===== config.mk =====
export PLATFORM = sky130hd
export DESIGN_NAME = rom_read_arbiter
export DESIGN_NICKNAME = d
export VERILOG_FILES = /design/src/rtl/rom_read_arbiter.sv
export SDC_FILE = /design/constraint.sdc
export NUM_CORES = 1
export LEC_CHECK = 0
export ABC_AREA = 1
export ABC_CLOCK_PERIOD_IN_PS = 1730
export CORE_ASPECT_RATIO = 0.8
export CORE_MARGIN = 10
export CORE_UTILIZATION = 40
export CTS_BUF_LIST = sky130_fd_sc_hd__clkbuf_4
export DETAILED_ROUTE_END_ITERATION = 16
export PLACE_DENSITY = 0.93
export SYNTH_ARGS = -nofsm -noshare
export SYNTH_HDL_FRONTEND = slang
export SYNTH_SLANG_ARGS = --single-unit

===== constraint.sdc =====
create_clock -name clk -period 1.73 [get_ports clk]
set_input_delay 0.173 -clock clk [delete_from_list [all_inputs] [get_ports clk]]
set_output_delay 0.173 -clock clk [all_outputs]
set_load 0.03 [all_outputs]

===== src/rtl/rom_read_arbiter.sv =====
// Two-port read arbiter in front of a single combinational program ROM.
// Port 0 (instruction fetch) has fixed priority. A wait counter forces
// port 1 (debug/loader) through after MAX_WAIT consecutive denied cycles.
// The ROM word read in the grant cycle is registered and returned to the
// granted port on the next edge as a one-cycle rvalid pulse.
module rom_read_arbiter #(
  parameter int unsigned AW       = 16,
  parameter int unsigned DW       = 16,
  parameter int unsigned DEPTH    = 1024,
  parameter int unsigned MAX_WAIT = 4
) (
  input  logic          clk,
  input  logic          rst_n,

  input  logic          req0,
  input  logic [AW-1:0] addr0,
  output logic          gnt0,
  output logic          rvalid0,
  output logic [DW-1:0] rdata0,
  output logic          rerr0,

  input  logic          req1,
  input  logic [AW-1:0] addr1,
  output logic          gnt1,
  output logic          rvalid1,
  output logic [DW-1:0] rdata1,
  output logic          rerr1,

  output logic [AW-1:0] rom_ad,
  input  logic [DW-1:0] rom_data
);

  // One extra bit so DEPTH == 2**AW still compares correctly.
  localparam logic [AW:0] DepthW  = (AW+1)'(DEPTH);
  localparam logic [3:0]  MaxWait = 4'(MAX_WAIT);

  logic [3:0] wait_cnt_q;
  logic [3:0] wait_cnt_d;
  logic       force_gnt;
  logic       in_range0;
  logic       in_range1;

  // Address range decode for both requesters.
  always_comb begin
    in_range0 = ({1'b0, addr0} < DepthW);
    in_range1 = ({1'b0, addr1} < DepthW);
  end

  // Fixed-priority arbitration, overridden for port 1 once it has waited MAX_WAIT cycles.
  always_comb begin
    force_gnt = req1 && (wait_cnt_q == MaxWait);
    gnt1      = req1 && (force_gnt || !req0);
    gnt0      = req0 && !gnt1;
  end

  // ROM address mux; out-of-range or idle cycles park the ROM at address 0.
  always_comb begin
    rom_ad = '0;
    if (gnt0 && in_range0) begin
      rom_ad = addr0;
    end else if (gnt1 && in_range1) begin
      rom_ad = addr1;
    end
  end

  // Starvation counter: counts consecutive denied port-1 cycles, saturating at MAX_WAIT.
  always_comb begin
    wait_cnt_d = '0;
    if (req1 && !gnt1) begin
      wait_cnt_d = (wait_cnt_q == MaxWait) ? MaxWait : wait_cnt_q + 4'd1;
    end
  end

  // Wait counter state.
  always_ff @(posedge clk or negedge rst_n) begin
    if (!rst_n) begin
      wait_cnt_q <= '0;
    end else begin
      wait_cnt_q <= wait_cnt_d;
    end
  end

  // Port 0 response register; data/err only update on a port 0 grant.
  always_ff @(posedge clk or negedge rst_n) begin
    if (!rst_n) begin
      rvalid0 <= 1'b0;
      rdata0  <= '0;
      rerr0   <= 1'b0;
    end else begin
      rvalid0 <= gnt0;
      if (gnt0) begin
        rdata0 <= in_range0 ? rom_data : '0;
        rerr0  <= !in_range0;
      end
    end
  end

  // Port 1 response register; data/err only update on a port 1 grant.
  always_ff @(posedge clk or negedge rst_n) begin
    if (!rst_n) begin
      rvalid1 <= 1'b0;
      rdata1  <= '0;
      rerr1   <= 1'b0;
    end else begin
      rvalid1 <= gnt1;
      if (gnt1) begin
        rdata1 <= in_range1 ? rom_data : '0;
        rerr1  <= !in_range1;
      end
    end
  end

endmodule


==> flow_summary.toml <==
[outcome]
run_status = "complete, but fails checks"
violations = "setup timing"

[hold_path]
hold_path.class = "primary input to asynchronous set/reset pin"

[clock_network]
clockRootBuffer = "clkbuf_4"
cts_tree = "yes"
cts-buffers-inserted = 5
clock-sinks = 40
clk_latency_ps = 340
clk_path_buf_depth = 2
htreeDepth = 2
clkTransAtPathRegs_ps = 110

[setup_path]
arrival_ps = 1840
critPathLaunchType = "flip-flop"
critPathRequiredTime_ps = 1560
cpPeakStageDelay_ps = 420
endpoint_kind = "output pin"
worstPathMaxFanout = 6
cp_top_family = "flip-flops"
cp_slowest_cell = "dfrtp_1"
worstPathCellList = "inv_2, ha_4, nand3_2, a21boi_4, nand2_4, clkinv_8, nand2_1, nand2_4, buf_6"
path_class = "flip-flop to output pin"
path_common_cell = "nand2_4"
path_buf_inv = 3

[yosys]
ys_ff_latch = 40
synthCells = 210
synth-edff-count = 0
async_flop_share_pct = 100
ys_warn_count = 0
synth-seq-area-share_pct = 52.8
synth_top_family_by_area = "simple AND/OR/NAND/NOR gates"
synth_top_area_share_pct = 52.8
synth-adder-area-share_pct = 1.32
ys_top_cells_by_count = "64 x nand2_1, 40 x dfrtp_1, 26 x inv_1, 20 x o21ai_2, 18 x nor2_1"
synth_compound_area_share_pct = 13.7
yosys.area.top_type = "dfrtp_1"
synthSimpleGateAreaFrac_pct = 19.9
synth.distinct_cells = 24
muxShareOfSynthArea_pct = 0
synthTopCellsByArea = "dfrtp_1 53%, nand2_1 13%, o21ai_2 9.2%"
synth_area_mm2 = 0.00189
synth.avg_cell_area_um2 = 9.02
synth_xor_area_share_pct = 0.925
post-synth-top-count-cell = "nand2_1"
synth_ff_type = "dfrtp_1"

[layout]
drive_above_1_share_pct = 30.8
nNetsFinal = 391
area_growth_pct = 78.6
antenna_cells = 0
nFillCells = 328
postLayoutCoreUtil_pct = 73.6

[timing]
slew-limit-headroom_pct = 65.2
skew_ps = 6.47
drv_slew = 0
fmax_ghz = 0.496
fin_crit_sh_pct = 116
min_period_ps = 2010
fin_ws_ps = -284
rsz0062_at_grt = "true"
worstMarginPinSlew_ps = 522
finalHoldViolations = 0
setup_viol_count_final = 12
fin_setup_tns_ps = -2740

[global_route]
first_global_vias = 1931
grt.overflow.total = 0
antenna_found_initial = 0
grt_pass1_wl_mm = 9.76
grt_max_degree = 24
grt_usage_pct = 15.1

[power_and_ir_drop]
leakage_uw = 0.00161
powerDensity_mw_per_mm2 = 520
ir_drop_v = 0.000417

[placed_design]
dp_hpwl_mm = 4.79
portBuffers = 99
gp_congestion = 0.834

[drt]
firstDrtPassIters = 4
wl_mm = 6.88
via_count = 1897
post_drt_via_cell_ratio = 4.77
drc_errors = 0
drtIter0Drc = 76
ant_nets = 0
wl_per_cell_um = 17.3

[floorplan]
die_x_um = 96.9
start_util_pct = 41.2
rows = 22
die_area_mm2 = 0.00791
ios = 106
core_area_mm2 = 0.00460
die_y_um = 81.6

[run]
max-cap-violations = 0
-- area by class of cell --
class	count	area, um^2	area share (%)
timing repair buffer	125	1240	36.8
sequential	40	1000	29.6
multi-input combinational	134	851	25.1
inverter	29	139	4.11
tap	60	75.1	2.22
clock buffer	6	45.0	1.33
timing repair inverter	2	17.5	0.518
clock inverter	2	11.3	0.333
-- worst register-to-register path, delay by kind of cell (launching register included) --
family | cells | cell delay, ps
buffers and inverters | 6 | 580
flip-flops | 1 | 420
AO/OA/AOI/OAI | 2 | 340
AND/OR/NAND/NOR | 2 | 160
adder cells (fa/ha/maj) | 1 | 140
-- final timing paths --
kind	start	to	slack [ps]	cells after the start
worst max-delay path	wait_cnt_q[0]$_DFF_PN0_	rom_ad[5]	-280	9
worst min-delay path	rst_n	wait_cnt_q[3]$_DFF_PN0_	350	2
worst max register to register	wait_cnt_q[0]$_DFF_PN0_	rdata1[1]$_DFFE_PN0P_	-20	11
worst min register to register	rdata1[12]$_DFFE_PN0P_	rdata1[12]$_DFFE_PN0P_	500	2
max in group asynchronous	rst_n	rdata1[13]$_DFFE_PN0P_	750	3
min in group clk	rom_data[3]	rdata0[3]$_DFFE_PN0P_	400	3
-- logic make-up (layout without fill, tap and decap cells) --
group,Yosys count,count (layout)
compound gates,34,34
xor+xnor,2,2
fa+ha+maj,2,2
buf+inv,41,164
flops,40,40
other cells,1,6
simple gates,90,90
-- cells in the final DEF (no fill, tap or decap), drive strengths merged, types with 2 or more instances in the layout --
cell type / count
conb: 6
nor2: 19
o21ai: 32
buf: 37
clkbuf: 7
nand2: 66
dfrtp: 40
clkdlybuf4s50: 86
ha: 2
inv: 28
nand3: 3
clkinv: 4
-- state kept, by name, summed over array words and instances, names as in the netlist --
name        flops
rerr1           1
rdata0         16
rdata1         16
rvalid1         1
wait_cnt_q      4
rerr0           1
rvalid0         1
-- routing by layer --
layer	GRT usage (%)	vias up	wire (um)	share of wire, %
met5	0	-	0	0
met4	3.53	0	150	2.2
met3	4.95	14	339	4.9
met2	26.8	59	3770	55
met1	17.5	937	2620	38
li1	-	887	-	-
-- what timing repair did --
action,CTS,global route
hold buffers,1,0
gates cloned,1,2
pin swaps,7,9
endpoints found under the setup margin,15,35
gates resized for setup,26,35
endpoints found under the hold margin,22,0
buffers inserted,10,5
-- where the power goes --
group | leakage, uW | switching [uW] | internal (uW) | total, uW
registers | 0.000543 | 6.47 | 946 | 952
clock network | 0.0000293 | 297 | 171 | 468
logic | 0.00103 | 163 | 175 | 339
total | 0.00161 | 467 | 1290 | 1760
-- per-stage QoR --
stage                     power (uW)  cell area, um^2  setup slack, ps  std cells  hold slack [ps]
final                           1760             3380             -284        398              355
after global routing            1840             3380             -384        398              366
after CTS                       1740             3230             -284        392              338
after detailed placement        1260             2990            -14.6        372              174
after global placement          1260             2990             11.0        372              167
after floorplan                 1090             1980             3.58        215             -123
Note: power is estimated with default switching activity, not from simulation.
